--- config.mk ---
export PLATFORM = sky130hd
export DESIGN_NAME = hazard_ctrl_flat
export DESIGN_NICKNAME = d
export VERILOG_FILES = /design/src/rtl/hazard_ctrl_if.sv /design/src/rtl/hazard_ctrl.sv /design/src/flat_wrapper.sv
export SDC_FILE = /design/constraint.sdc
export NUM_CORES = 1
export LEC_CHECK = 0
export BUFFER_PORTS_ARGS = -buffer_cell sky130_fd_sc_hd__buf_2
export CELL_PAD_IN_SITES_DETAIL_PLACEMENT = 0
export CELL_PAD_IN_SITES_GLOBAL_PLACEMENT = 2
export CORE_ASPECT_RATIO = 0.75
export CORE_MARGIN = 5
export CORE_UTILIZATION = 34
export CTS_BUF_LIST = sky130_fd_sc_hd__clkbuf_4
export DETAILED_ROUTE_END_ITERATION = 10
export PLACE_DENSITY = 0.86
export SYNTH_ARGS = -nofsm -noshare
export SYNTH_HDL_FRONTEND = slang
export SYNTH_SLANG_ARGS = --single-unit
--- constraint.sdc ---
create_clock -name clk_i -period 2.15 [get_ports clk_i]
set_input_delay 0.215 -clock clk_i [delete_from_list [all_inputs] [get_ports clk_i]]
set_output_delay 0.215 -clock clk_i [all_outputs]
set_load 0.02 [all_outputs]
--- src/rtl/hazard_ctrl_if.sv ---
// ============================================================================
// hazard_ctrl_if : ID-stage hazard controller bus (decode, write-back, branch)
// Rev 1.0 : initial release
// ============================================================================
`default_nettype none

interface hazard_ctrl_if #(
  parameter int NUM_REGS   = 32,
  parameter int ADDR_WIDTH = 5
);
  logic                  id_valid_i;
  logic [ADDR_WIDTH-1:0] id_rs1_i;
  logic                  id_rs1_used_i;
  logic [ADDR_WIDTH-1:0] id_rs2_i;
  logic                  id_rs2_used_i;
  logic [ADDR_WIDTH-1:0] id_rd_i;
  logic                  id_rd_we_i;
  logic                  wb_we_i;
  logic [ADDR_WIDTH-1:0] wb_waddr_i;
  logic                  branch_taken_i;
  logic                  id_issue_o;
  logic                  stall_if_o;
  logic                  stall_id_o;
  logic                  flush_id_o;
  logic                  flush_ex_o;
  logic                  sb_busy_o;
  logic [NUM_REGS-1:0]   sb_pending_o;

  modport master (
    output id_valid_i, id_rs1_i, id_rs1_used_i, id_rs2_i, id_rs2_used_i,
           id_rd_i, id_rd_we_i, wb_we_i, wb_waddr_i, branch_taken_i,
    input  id_issue_o, stall_if_o, stall_id_o, flush_id_o, flush_ex_o,
           sb_busy_o, sb_pending_o
  );

  modport slave (
    input  id_valid_i, id_rs1_i, id_rs1_used_i, id_rs2_i, id_rs2_used_i,
           id_rd_i, id_rd_we_i, wb_we_i, wb_waddr_i, branch_taken_i,
    output id_issue_o, stall_if_o, stall_id_o, flush_id_o, flush_ex_o,
           sb_busy_o, sb_pending_o
  );
endinterface

`default_nettype wire

--- src/rtl/hazard_ctrl.sv ---
// ============================================================================
// hazard_ctrl : ID-stage scoreboard, RAW/WAW stall and branch flush sequencer
// Rev 1.0 : initial release
// ============================================================================
`default_nettype none

module hazard_ctrl #(
  parameter int NUM_REGS     = 32,
  parameter int ADDR_WIDTH   = 5,
  parameter int FLUSH_CYCLES = 2
) (
  input  logic          clk_i,
  input  logic          rst_ni,
  hazard_ctrl_if.slave  bus
);

  typedef enum logic [1:0] {
    RUN   = 2'd0,
    STALL = 2'd1,
    FLUSH = 2'd2
  } state_e;

  localparam logic [2:0] FLUSH_LOAD = 3'(FLUSH_CYCLES - 1);

  state_e              state_q, state_d;
  logic [2:0]          cnt_q, cnt_d;
  logic [NUM_REGS-1:0] pend_q, pend_d;

  logic hazard;
  logic in_flush;
  logic issue;

  // x0 never carries a dependency, so each term is masked by a nonzero check.
  always_comb begin
    hazard = bus.id_valid_i &
             ((bus.id_rs1_used_i & (bus.id_rs1_i != '0) & pend_q[bus.id_rs1_i]) |
              (bus.id_rs2_used_i & (bus.id_rs2_i != '0) & pend_q[bus.id_rs2_i]) |
              (bus.id_rd_we_i    & (bus.id_rd_i  != '0) & pend_q[bus.id_rd_i]));
  end

  assign in_flush = (state_q == FLUSH);
  assign issue    = bus.id_valid_i & ~hazard & ~bus.branch_taken_i & ~in_flush;

  assign bus.id_issue_o   = issue;
  assign bus.stall_if_o   = hazard & ~bus.branch_taken_i & ~in_flush;
  assign bus.stall_id_o   = hazard & ~bus.branch_taken_i & ~in_flush;
  assign bus.flush_id_o   = bus.branch_taken_i | in_flush;
  assign bus.flush_ex_o   = bus.branch_taken_i;
  assign bus.sb_busy_o    = |pend_q;
  assign bus.sb_pending_o = pend_q;

  // Set is applied after clear so a same-cycle issue to the same rd wins.
  always_comb begin
    pend_d = pend_q;
    if (bus.wb_we_i) begin
      pend_d[bus.wb_waddr_i] = 1'b0;
    end
    if (issue && bus.id_rd_we_i && (bus.id_rd_i != '0)) begin
      pend_d[bus.id_rd_i] = 1'b1;
    end
    pend_d[0] = 1'b0;
  end

  always_comb begin
    state_d = state_q;
    cnt_d   = cnt_q;
    unique case (state_q)
      RUN: begin
        if (bus.branch_taken_i) begin
          state_d = FLUSH;
          cnt_d   = FLUSH_LOAD;
        end else if (hazard) begin
          state_d = STALL;
        end
      end
      STALL: begin
        if (bus.branch_taken_i) begin
          state_d = FLUSH;
          cnt_d   = FLUSH_LOAD;
        end else if (!hazard) begin
          state_d = RUN;
        end
      end
      FLUSH: begin
        // EX holds a bubble here, so a branch indication cannot be genuine.
        if (cnt_q == 3'd0) begin
          state_d = RUN;
        end else begin
          cnt_d = cnt_q - 3'd1;
        end
      end
      default: begin
        state_d = RUN;
        cnt_d   = 3'd0;
      end
    endcase
  end

  always_ff @(posedge clk_i or negedge rst_ni) begin
    if (!rst_ni) begin
      state_q <= RUN;
      cnt_q   <= 3'd0;
      pend_q  <= '0;
    end else begin
      state_q <= state_d;
      cnt_q   <= cnt_d;
      pend_q  <= pend_d;
    end
  end

endmodule

`default_nettype wire
--- src/flat_wrapper.sv ---
// flat-port wrapper written by rule: the top's interface ports become plain ports
module hazard_ctrl_flat 
#(
  parameter int NUM_REGS     = 32,
  parameter int ADDR_WIDTH   = 5,
  parameter int FLUSH_CYCLES = 2
)
  (clk_i, rst_ni, bus_id_valid_i, bus_id_rs1_i, bus_id_rs1_used_i, bus_id_rs2_i, bus_id_rs2_used_i, bus_id_rd_i, bus_id_rd_we_i, bus_wb_we_i, bus_wb_waddr_i, bus_branch_taken_i, bus_id_issue_o, bus_stall_if_o, bus_stall_id_o, bus_flush_id_o, bus_flush_ex_o, bus_sb_busy_o, bus_sb_pending_o);
  hazard_ctrl_if #(.NUM_REGS(NUM_REGS), .ADDR_WIDTH(ADDR_WIDTH)) bus_i ();
  input  logic clk_i;
  input  logic rst_ni;
  input wire logic [$bits(bus_i.id_valid_i)-1:0] bus_id_valid_i;
  input wire logic [$bits(bus_i.id_rs1_i)-1:0] bus_id_rs1_i;
  input wire logic [$bits(bus_i.id_rs1_used_i)-1:0] bus_id_rs1_used_i;
  input wire logic [$bits(bus_i.id_rs2_i)-1:0] bus_id_rs2_i;
  input wire logic [$bits(bus_i.id_rs2_used_i)-1:0] bus_id_rs2_used_i;
  input wire logic [$bits(bus_i.id_rd_i)-1:0] bus_id_rd_i;
  input wire logic [$bits(bus_i.id_rd_we_i)-1:0] bus_id_rd_we_i;
  input wire logic [$bits(bus_i.wb_we_i)-1:0] bus_wb_we_i;
  input wire logic [$bits(bus_i.wb_waddr_i)-1:0] bus_wb_waddr_i;
  input wire logic [$bits(bus_i.branch_taken_i)-1:0] bus_branch_taken_i;
  output wire logic [$bits(bus_i.id_issue_o)-1:0] bus_id_issue_o;
  output wire logic [$bits(bus_i.stall_if_o)-1:0] bus_stall_if_o;
  output wire logic [$bits(bus_i.stall_id_o)-1:0] bus_stall_id_o;
  output wire logic [$bits(bus_i.flush_id_o)-1:0] bus_flush_id_o;
  output wire logic [$bits(bus_i.flush_ex_o)-1:0] bus_flush_ex_o;
  output wire logic [$bits(bus_i.sb_busy_o)-1:0] bus_sb_busy_o;
  output wire logic [$bits(bus_i.sb_pending_o)-1:0] bus_sb_pending_o;
  assign bus_i.id_valid_i = bus_id_valid_i;
  assign bus_i.id_rs1_i = bus_id_rs1_i;
  assign bus_i.id_rs1_used_i = bus_id_rs1_used_i;
  assign bus_i.id_rs2_i = bus_id_rs2_i;
  assign bus_i.id_rs2_used_i = bus_id_rs2_used_i;
  assign bus_i.id_rd_i = bus_id_rd_i;
  assign bus_i.id_rd_we_i = bus_id_rd_we_i;
  assign bus_i.wb_we_i = bus_wb_we_i;
  assign bus_i.wb_waddr_i = bus_wb_waddr_i;
  assign bus_i.branch_taken_i = bus_branch_taken_i;
  assign bus_id_issue_o = bus_i.id_issue_o;
  assign bus_stall_if_o = bus_i.stall_if_o;
  assign bus_stall_id_o = bus_i.stall_id_o;
  assign bus_flush_id_o = bus_i.flush_id_o;
  assign bus_flush_ex_o = bus_i.flush_ex_o;
  assign bus_sb_busy_o = bus_i.sb_busy_o;
  assign bus_sb_pending_o = bus_i.sb_pending_o;
  hazard_ctrl #(.NUM_REGS(NUM_REGS), .ADDR_WIDTH(ADDR_WIDTH), .FLUSH_CYCLES(FLUSH_CYCLES)) u_core (.clk_i(clk_i), .rst_ni(rst_ni), .bus(bus_i));
endmodule
=== Word-level counts from Yosys, hierarchy flattened ===
Index checks and enable logic that the tools add are counted.

* Bits in registers: 36
* Latch bits: 0
* Bits in writable memories: 0
* Memory bits (read-only): 0
* Input port bits: 28
* Output and inout port bits: 38
* Logic and storage cells: 72
* Memories: 0

* $add $sub $neg: 1
* Multipliers: 0
* Div/mod/pow operators: 0
* Order comparisons: 6
* Equal/unequal tests: 7
* Shifts and indexed selects: 0
* Multiplexer cells: 21
* Bitwise logic cells: 21
* Reductions and logical operators: 13

{| class="wikitable"
|+ Operators by type and width
! cell !! number
|-
| 32-bit two-way mux || 2
|-
| 32-bit bitwise AND || 1
|-
| 32-bit NOT || 1
|-
| 32-bit bitwise OR || 1
|-
| 31-bit OR reduction || 1
|-
| 5-bit by 6-bit less-than comparator with 1-bit output, second input constant || 4
|-
| 1-bit binary-select mux with 5-bit select || 3
|-
| 5-bit nonzero test || 3
|-
| 1-bit bitwise AND || 12
|-
| 1-bit demux with 5-bit select || 2
|-
| 5-bit by 1-bit greater-or-equal comparator with 1-bit output, second input constant || 2
|-
| 2-bit two-way mux || 5
|-
| 3-bit two-way mux || 2
|-
| 2-bit case mux with 3 select lines || 1
|-
| 3-bit case mux with 2 select lines || 1
|-
| 1-bit two-way mux || 5
|-
| 1-bit logical AND || 4
|-
| 2-bit != test, second input constant || 2
|-
| 3-bit zero test || 1
|-
| 3-bit by 2-bit != test with 1-bit output, second input constant || 1
|-
| 3-bit != test, second input constant || 1
|-
| 1-bit NOT || 3
|-
| 1-bit bitwise OR || 3
|-
| 3-bit AND reduction || 1
|-
| other kinds (7) || 7
|}

=== Longest topological paths before layout ===
Gate-level depths: netlist of the first run.

* Word-level depth: 13
* Mapped depth: 9
* Mapped depth without buffers: 6

=== Worst setup path after synthesis of the first run ===
OpenSTA, ideal clock, no wires.

* Path type: reg2out
* Start: register u_core.pend_q[27], in the netlist u_core.bus.sb_pending_o[27]
* End: output port bus_stall_if_o
* Arrival: 2.092 ns
* Data required time: 1.935 ns
* Setup slack: -0.157 ns
* Stages on the path, launching flop included: 8
* Buffers on the path: 1
* Cells stage by stage: dfrtp_1 -> mux4_2 -> mux2i_1 -> mux2_2 -> a32o_1 -> and2_1 -> a21oi_1 -> buf_4

* Longest elaborated chain between the ends: 8
* Elaborated cells on any way between the ends: 14
* Classes of those cells: 6 x mux; 8 x bitwise

{| class="wikitable"
|+ Ends and longest elaborated chain
! item !! line !! text
|-
| start, declared || hazard_ctrl.sv:27 || <nowiki>logic [NUM_REGS-1:0] pend_q, pend_d;</nowiki>
|-
| start signal, assigned || hazard_ctrl.sv:107 || <nowiki>pend_q <= pend_d;</nowiki>
|-
| 1-bit binary-select mux with 5-bit select (on tied branches) || hazard_ctrl.sv:36, hazard_ctrl.sv:37 ||
|-
| 1-bit two-way mux (on tied branches) || hazard_ctrl.sv:36, hazard_ctrl.sv:37 ||
|-
| 1-bit bitwise AND (on tied branches) || hazard_ctrl.sv:36, hazard_ctrl.sv:37 ||
|-
| 1-bit bitwise OR || hazard_ctrl.sv:36 || <nowiki>((bus.id_rs1_used_i & (bus.id_rs1_i != '0) & pend_q[bus.id_rs1_i]) |</nowiki>
|-
| 1-bit bitwise OR (*) || hazard_ctrl.sv:37 || <nowiki>(bus.id_rs2_used_i & (bus.id_rs2_i != '0) & pend_q[bus.id_rs2_i]) |</nowiki>
|-
| 1-bit bitwise AND (*) || hazard_ctrl.sv:35 || <nowiki>hazard = bus.id_valid_i &</nowiki>
|-
| 1-bit bitwise AND (*) (2 in series) || - ||
|-
| end, declared || flat_wrapper.sv:23 || <nowiki>output wire logic [$bits(bus_i.stall_if_o)-1:0] bus_stall_if_o;</nowiki>
|}

Every way passes the cells marked *; elsewhere a longest branch is shown, timed or not. The select of a mux whose other input is x is not followed.

=== Worst setup path after layout of the first run ===
* Start: register u_core.pend_q[24], in the netlist u_core.bus.sb_pending_o[24]
* End: output port bus_id_issue_o

* Longest elaborated chain between the ends: 10
* Elaborated cells on any way between the ends: 16
* Classes of those cells: 6 x mux; 10 x bitwise

{| class="wikitable"
|+ Ends and longest elaborated chain
! item !! line !! text
|-
| 1-bit binary-select mux with 5-bit select (on tied branches) || hazard_ctrl.sv:36, hazard_ctrl.sv:37 ||
|-
| 1-bit two-way mux (on tied branches) || hazard_ctrl.sv:36, hazard_ctrl.sv:37 ||
|-
| 1-bit bitwise AND (on tied branches) || hazard_ctrl.sv:36, hazard_ctrl.sv:37 ||
|-
| 1-bit bitwise OR || hazard_ctrl.sv:36 ||
|-
| 1-bit bitwise OR (*) || hazard_ctrl.sv:37 ||
|-
| 1-bit bitwise AND (*) || hazard_ctrl.sv:35 ||
|-
| 1-bit NOT (*) || hazard_ctrl.sv:42 || <nowiki>assign issue = bus.id_valid_i & ~hazard & ~bus.branch_taken_i & ~in_flush;</nowiki>
|-
| 1-bit bitwise AND (*) (3 in series) || hazard_ctrl.sv:42 ||
|-
| end, declared || flat_wrapper.sv:22 || <nowiki>output wire logic [$bits(bus_i.id_issue_o)-1:0] bus_id_issue_o;</nowiki>
|}

Marked as above.

==> reports/qor.txt, run 1 <==
CLOCK TREE
------------------------------------------------------------------------------------
Number of buffers on the longest clock path ...........................            2
Worst-path clk slew ...................................................       130 ps
Clock tree sinks ......................................................           36
TritonCTS clock tree ..................................................          yes
Number of buffers inserted during clock tree synthesis ................            5
Deepest level of the CTS H-tree .......................................            2
Clock network latency to the later pin of the worst-skew pair .........       360 ps
Root buffer cell ...................................................... sky130_fd_sc_hd__clkbuf_4

GLOBAL ROUTING
------------------------------------------------------------------------------------
All-Layer GR Usage ....................................................        0.210
Pin count of the biggest net entering global routing ..................           37
Global-route congestion overflow total ................................            0
Via count of the first global-routing pass ............................         2966
First-pass GRT wire length ............................................      16.4 mm
Antenna violations before repair ......................................            0

TIMING
------------------------------------------------------------------------------------
Highest Clock Rate ....................................................    0.404 GHz
Max-slew violations ...................................................            0
Minimum clock period ..................................................      2480 ps
Min setup slack post-route ............................................      -325 ps
Hold Violations, Final ................................................            0
Unrepaired setup endpoints after global routing .......................          yes
Period Utilization, post-route ........................................         1.15
Fin Clk Skew ..........................................................      21.1 ps
Setup-violating endpoint count in the final report ....................           34
Headroom to the max-slew limit ........................................        0.433
Pin slew with the least headroom to its limit .........................       851 ps

PLACE
------------------------------------------------------------------------------------
Post-place instance area ..............................................     3680 um2
GP Congestion .........................................................        0.935
Post-placement worst setup slack ......................................      -154 ps
Number of port buffers ................................................           64
Hpwl dp ...............................................................      7.93 mm

DRT
------------------------------------------------------------------------------------
Vias/cell .............................................................         5.62
Via Count .............................................................         2977
Number of DRC markers after the initial detailed-route iteration ......          264
First-pass DRT Iterations .............................................            5
Detailed-route DRC error count ........................................            0
Routed wire per std cell ..............................................      20.8 um
Total wirelength of the detailed-routed design ........................      11.0 mm
Antenna viol nets, final ..............................................            0

SYNTHESIS
------------------------------------------------------------------------------------
Sequential share of the synthesized area ..............................        0.316
Number of enable-type register cells in the synthesized netlist .......            0
Most used DFF post-synth .............................................. sky130_fd_sc_hd__dfrtp_1
Flops & latches, synth ................................................           36
Yosys Warn Count ......................................................            0
Parity-gate share of the synthesized area counting xor and xnor cells .            0
Post-synthesis instance total .........................................          296
Synth cell count leaders .............................................. sky130_fd_sc_hd__nand2_1 (42), sky130_fd_sc_hd__dfrtp_1 (36), sky130_fd_sc_hd__o21ai_0 (36), sky130_fd_sc_hd__o21ai_2 (30), sky130_fd_sc_hd__mux2i_1 (18)
Number of nets in the synthesized netlist .............................          326
Most area-hungry cell type in the Yosys netlist ....................... sky130_fd_sc_hd__dfrtp_1
Largest family of logic cells by synthesized area ..................... multiplexers
Adder-cell area share of the yosys netlist ............................      0.00878
Most common cell in the netlist ....................................... sky130_fd_sc_hd__nand2_1
Cell Area, Synth ......................................................     2850 um2
Area fraction in compound gates after synthesis .......................        0.213
Avg Synthesized Cell Area .............................................     9.62 um2
Number of different library cells in the post-synthesis netlist .......           48
Portion of synthesized cell area occupied by the leading cell type ....        0.316
Simple-gate share of the synthesized area .............................        0.194
Share of synthesized area spent on multiplexers .......................        0.213
Asr flop ratio synth ..................................................         1.00
Top area cells in the synthesized netlist ............................. sky130_fd_sc_hd__dfrtp_1 (32%), sky130_fd_sc_hd__mux4_2 (10%), sky130_fd_sc_hd__o21ai_2 (9.2%), sky130_fd_sc_hd__mux2i_1 (6.3%), sky130_fd_sc_hd__o21ai_0 (6.3%)

POWER AND IR DROP
------------------------------------------------------------------------------------
Cell-internal power ...................................................      1.37 mW
Overall Power .........................................................      2.24 mW
Net switching power figure ............................................     0.868 mW
Clock share of power ..................................................        0.177
Power per Cell Area ...................................................   557 nW/um2
Sequential fraction of design power ...................................        0.381
Leakage ...............................................................      1.89 nW
Combinational fraction of design power ................................        0.442
Worst IR Drop VDD .....................................................       277 uV
Fraction of power spent switching nets ................................        0.388

CRITICAL PATH
------------------------------------------------------------------------------------
CP max-delay cell ..................................................... sky130_fd_sc_hd__dfrtp_1
CP endpoint ........................................................... bus_id_issue_o
Arrival time worst endpoint ...........................................      2260 ps
Crit path cell chain .................................................. buf_4, mux2_2, a22oi_1, o21ai_1, nor3_1, a21o_1, and3b_1, buf_6
Type of the worst setup path .......................................... flip-flop to primary output
Maximum fanout along the worst path ...................................            4
Critical path startpoint category .....................................    flip-flop
Data required, critical path ..........................................      1930 ps
R2R Setup Slk .........................................................       -60 ps
Startpoint of the worst register-to-register path ..................... u_core.bus.sb_pending_o[7]
Critical path startpoint .............................................. u_core.bus.sb_pending_o[24]
Critical path endpoint category ....................................... primary output
Largest stage delay, worst path .......................................       440 ps
Cell count of the worst reg-to-reg path ...............................            8
Endpoint of the worst register-to-register path ....................... u_core.bus.sb_pending_o[8]

RUN STATUS
------------------------------------------------------------------------------------
Violations in the final reports ....................................... setup timing
Result of the run ..................................................... finished with violations

LAYOUT
------------------------------------------------------------------------------------
Layout filler cell count ..............................................          763
Syn-to-layout area delta ..............................................        41.1%
Ant. Diodes ...........................................................            0
Summed area of non-filler cells in the final layout ...................     4020 um2
Storage cell area .....................................................      910 um2
Net count of the finished layout ......................................          454
Area occupied by multi-input gates ....................................     1880 um2
Fraction of layout cells with a size suffix above 1 ...................        0.520

FLOORPLAN
------------------------------------------------------------------------------------
Boundary Pins .........................................................           66
Core box area .........................................................     8020 um2
DIE AREA ..............................................................    10300 um2
Num rows ..............................................................           28
Starting density of the core ..........................................        0.355
Chip Width ............................................................       116 um
Vertical extent of the die ............................................      89.3 um

WORST HOLD PATH
------------------------------------------------------------------------------------
Hold crit path type ................................................... input pin to flip-flop

JOB
------------------------------------------------------------------------------------
# Max-Cap Violations ..................................................            0

## cell families after synthesis
family,after synthesis
AO/OA/AOI/OAI,89
adder cells (fa/ha/maj),2
buffers and inverters,24
flip-flops,36
multiplexers,43
other,1
AND/OR/NAND/NOR,101
## state kept, by name (all words and copies together) (netlist names)
signal and flops:
u_core.cnt_q 3, u_core.state_q 2, u_core.bus.sb_pending_o 31
## metrics by stage
step                      hold slack [ps]   util  std cells  TNS [ps]
after global placement                364  0.459        509      -384
after CTS                            75.8  0.487        525     -1020
after floorplan                     -80.6      -        296         0
after detailed placement              373  0.459        509      -880
after global routing                  105  0.501        530     -4830
final                                71.0  0.501        530     -2040
## worst min path at each step
stage,from,to,cells past startpoint,slack (ps)
4_1_cts,bus_id_valid_i,u_core.state_q[0],3,80
2_1_floorplan,rst_ni,u_core.bus.sb_pending_o[10],0,-80
3_5_place_dp,rst_ni,u_core.bus.sb_pending_o[13],1,370
3_3_place_gp,rst_ni,u_core.bus.sb_pending_o[13],1,360
5_1_grt,bus_id_valid_i,u_core.state_q[0],3,100
6_report,bus_id_valid_i,u_core.state_q[0],3,70
## critical path, delay by kind of cell (launching register included)
kind,cells,cell delay [ps]
AO/OA/AOI/OAI,3,530
flip-flops,1,440
AND/OR/NAND/NOR,2,380
multiplexers,1,280
buffers and inverters,2,270
## routing by layer
metal	share of wire	wire length (um)	vias up	track usage
li1	-	-	1361	-
met1	0.45	5000	1435	0.312
met2	0.41	4540	162	0.304
met3	0.12	1300	19	0.0548
met4	0.017	191	0	0.0516
met5	0	0	-	0
## power by group through the flow
stage               combinational [mW]  sequential (mW)  clock, mW
finish                           0.989            0.853      0.395
detailed placement               0.898            0.859          0
floorplan                        0.471            0.896          0
global placement                 0.883            0.856          0
CTS                              0.959            0.848      0.392
global route                      1.08            0.862      0.419
## what timing repair did
item,CTS,global route
setup buffers,8,2
setup endpoints to repair,7,35
pin swaps,14,36
cloned,0,3
hold endpoints to repair,20,0
gates resized for setup,32,7
hold buffers,1,0
## layout by cell type, fill, tap and decap left out, types with 4 or more instances in the layout
cell,n
sky130_fd_sc_hd__clkbuf_4,7
sky130_fd_sc_hd__nor2_1,6
sky130_fd_sc_hd__or3b_2,4
sky130_fd_sc_hd__mux2_2,5
sky130_fd_sc_hd__dfrtp_2,7
sky130_fd_sc_hd__o21ai_0,36
sky130_fd_sc_hd__o21ai_2,31
sky130_fd_sc_hd__nand2_1,42
sky130_fd_sc_hd__nand3b_1,7
sky130_fd_sc_hd__mux2i_1,18
sky130_fd_sc_hd__mux2_1,4
sky130_fd_sc_hd__inv_1,4
sky130_fd_sc_hd__nand3_1,5
sky130_fd_sc_hd__dfrtp_1,29
sky130_fd_sc_hd__buf_2,60
sky130_fd_sc_hd__mux4_2,13
sky130_fd_sc_hd__nor4_1,6
sky130_fd_sc_hd__buf_6,11
sky130_fd_sc_hd__nor2b_1,5
sky130_fd_sc_hd__buf_4,64
sky130_fd_sc_hd__and3b_1,4
## final cells by class
type                    instances  share of cell area
multi-input cells             236               0.468
clock inverters                 1            0.000934
flip-flops and latches         36               0.226
inverters                       4             0.00374
repair buffers                141               0.255
clock buffers                   7              0.0131
well taps                     105              0.0327
(Power assumes the default switching activity.)
==> run 2, diff against run 1 <==
Clock period 2.15 ns to 2.5 ns, I/O delays scaled along.
==> run 2 against run 1 <==
Net effect: the run ends with hold timing, setup timing left; via count is 4.8% lower; clock power is 21% lower; flip-flop and latch count stayed put; first-iteration DRC count is 7.2% lower; largest power group is now registers; highest routed layer unchanged.
==> reports/qor.txt, run 2 (same netlist as run 1, synthesis figures left out) <==
RUN STATUS
-------------------------------------------------------------------------------------
Result of the run ...................................................... finished with violations
Violations in the final reports ........................................ hold timing, setup timing

TIMING
-------------------------------------------------------------------------------------
Max-slew violations ....................................................            0
Pin slew with the least headroom to its limit ..........................       956 ps
Unrepaired setup endpoints after global routing ........................          yes
Period Utilization, post-route .........................................         1.00
Tightest hold margin ...................................................     -10.7 ps
Fin Clk Skew ...........................................................      11.0 ps
Highest Clock Rate .....................................................    0.400 GHz
Setup-violating endpoint count in the final report .....................            1
Min setup slack post-route .............................................     -3.00 ps
Headroom to the max-slew limit .........................................        0.361
Minimum clock period ...................................................      2500 ps
Hold Violations, Final .................................................            8

DRT
-------------------------------------------------------------------------------------
Vias/cell ..............................................................         5.84
Detailed-route DRC error count .........................................            0
First-pass DRT Iterations ..............................................            5
Total wirelength of the detailed-routed design .........................      10.1 mm
Antenna viol nets, final ...............................................            0
Routed wire per std cell ...............................................      20.8 um
Number of DRC markers after the initial detailed-route iteration .......          245
Via Count ..............................................................         2834

GLOBAL ROUTING
-------------------------------------------------------------------------------------
Global-route congestion overflow total .................................            0
Pin count of the biggest net entering global routing ...................           37
Antenna violations before repair .......................................            0
All-Layer GR Usage .....................................................        0.200
First-pass GRT wire length .............................................      15.6 mm
Via count of the first global-routing pass .............................         2702

POWER AND IR DROP
-------------------------------------------------------------------------------------
Leakage ................................................................      1.59 nW
Clock share of power ...................................................        0.178
Overall Power ..........................................................      1.76 mW
Combinational fraction of design power .................................        0.401
Power per Cell Area ....................................................   501 nW/um2
Net switching power figure .............................................     0.702 mW
Fraction of power spent switching nets .................................        0.399
Sequential fraction of design power ....................................        0.422
Cell-internal power ....................................................      1.06 mW
Worst IR Drop VDD ......................................................       167 uV

CRITICAL PATH
-------------------------------------------------------------------------------------
Startpoint of the worst register-to-register path ...................... u_core.bus.sb_pending_o[29]
Largest stage delay, worst path ........................................       470 ps
Critical path startpoint category ......................................    flip-flop
CP max-delay cell ...................................................... sky130_fd_sc_hd__dfrtp_2
Critical path startpoint ............................................... u_core.bus.sb_pending_o[13]
Data required, critical path ...........................................      2250 ps
Crit path cell chain ................................................... mux4_2, mux2i_1, o22ai_1, a31oi_2, and2_4, and3b_1, buf_4
Crit path buffers/inverters ............................................            1
Cell depth of the worst setup path .....................................            7
Arrival time worst endpoint ............................................      2250 ps
Type of the worst setup path ........................................... flip-flop to primary output
Critical path endpoint category ........................................ primary output
Cell count of the worst reg-to-reg path ................................            8
Top cell family by delay on the critical path .......................... multiplexers
Maximum fanout along the worst path ....................................            4

FLOORPLAN
-------------------------------------------------------------------------------------
Core box area ..........................................................     8020 um2
Boundary Pins ..........................................................           66
Num rows ...............................................................           28
Starting density of the core ...........................................        0.355
DIE AREA ...............................................................    10300 um2
Chip Width .............................................................       116 um
Vertical extent of the die .............................................      89.3 um

LAYOUT
-------------------------------------------------------------------------------------
Fraction of layout cells with a size suffix above 1 ....................        0.479
Net count of the finished layout .......................................          409
Ant. Diodes ............................................................            0
Non-filler cells, final ................................................          485
Most frequent cells in the layout ...................................... sky130_fd_sc_hd__buf_2 (61), sky130_fd_sc_hd__nand2_1 (42), sky130_fd_sc_hd__o21ai_0 (36)
Syn-to-layout area delta ...............................................        23.5%
Layout filler cell count ...............................................          782
Storage cell area ......................................................      926 um2
Most frequent standard cell in the layout excluding fill and tap cells . sky130_fd_sc_hd__buf_2
Area occupied by multi-input gates .....................................     1810 um2
Number of flip-flops under the largest register name ...................           31

PLACE
-------------------------------------------------------------------------------------
Hpwl dp ................................................................      7.49 mm
Placed Cells ...........................................................          468
Number of port buffers .................................................           64
GP Congestion ..........................................................        0.885
Post-placement worst setup slack .......................................      91.7 ps

CLOCK TREE
-------------------------------------------------------------------------------------
TritonCTS clock tree ...................................................          yes
Deepest level of the CTS H-tree ........................................            2
Number of buffers on the longest clock path ............................            2
Clock tree sinks .......................................................           36
Root buffer cell ....................................................... sky130_fd_sc_hd__clkbuf_4
Clock network latency to the later pin of the worst-skew pair ..........       350 ps
Worst-path clk slew ....................................................       120 ps
Number of buffers inserted during clock tree synthesis .................            5
# hold bufs at CTS .....................................................            0

WORST HOLD PATH
-------------------------------------------------------------------------------------
Hold crit path type .................................................... input pin to asynchronous set/reset pin

JOB
-------------------------------------------------------------------------------------
# Max-Cap Violations ...................................................            0

-- run 2: per-stage QoR --
| stage | area [um2] | utilization | TNS (ps) | hold WS [ps] |
|---|---|---|---|---|
| after floorplan | 2850 | - | 0 | -45.6 |
| after global placement | 3350 | 0.417 | 0 | 412 |
| after detailed placement | 3350 | 0.417 | 0 | 409 |
| after CTS | 3500 | 0.436 | 0 | 20.4 |
| after global routing | 3520 | 0.438 | -243 | 54.3 |
| final | 3520 | 0.438 | -3.00 | -10.7 |
-- run 2: final timing paths --
kind | end | slack, ps
worst min register to register | u_core.cnt_q[1] | 530
worst max register to register | u_core.bus.sb_pending_o[28] | 350
min in group clk_i | u_core.state_q[0] | 150
worst max-delay path | bus_id_issue_o | -3
max in group asynchronous | u_core.bus.sb_pending_o[28] | 1930
worst min-delay path | u_core.bus.sb_pending_o[7] | -10
-- run 2: timing repair --
item,CTS,global route
setup endpoints to repair,3,3
gates resized for setup,19,9
endpoints found under the hold margin,0,0
buffers inserted,9,0
pin swaps,2,2
-- run 2: final cells by class --
type                            instances  area share
Clock buffer                            5      0.0107
Clock inverter                          3     0.00391
Inverter                                4     0.00427
Timing Repair Buffer                   96       0.165
Tap cell                              105      0.0374
Multi-Input combinational cell        236       0.515
Sequential cell                        36       0.263
-- run 2: per-layer routing --
| metal | vias to the layer above | share of wire | global-route usage |
|---|---|---|---|
| met1 | 1380 | 0.48 | 0.314 |
| met2 | 154 | 0.40 | 0.274 |
| li1 | 1279 | - | - |
| met3 | 21 | 0.099 | 0.0332 |
| met5 | - | 0 | 0 |
| met4 | 0 | 0.026 | 0.0695 |
-- run 2: power groups by stage --
stage | sequential, mW | combinational [mW] | clock, mW
finish | 0.742 | 0.705 | 0.313
global route | 0.749 | 0.777 | 0.348
CTS | 0.737 | 0.707 | 0.321
detailed placement | 0.750 | 0.678 | 0
global placement | 0.748 | 0.667 | 0
floorplan | 0.770 | 0.402 | 0
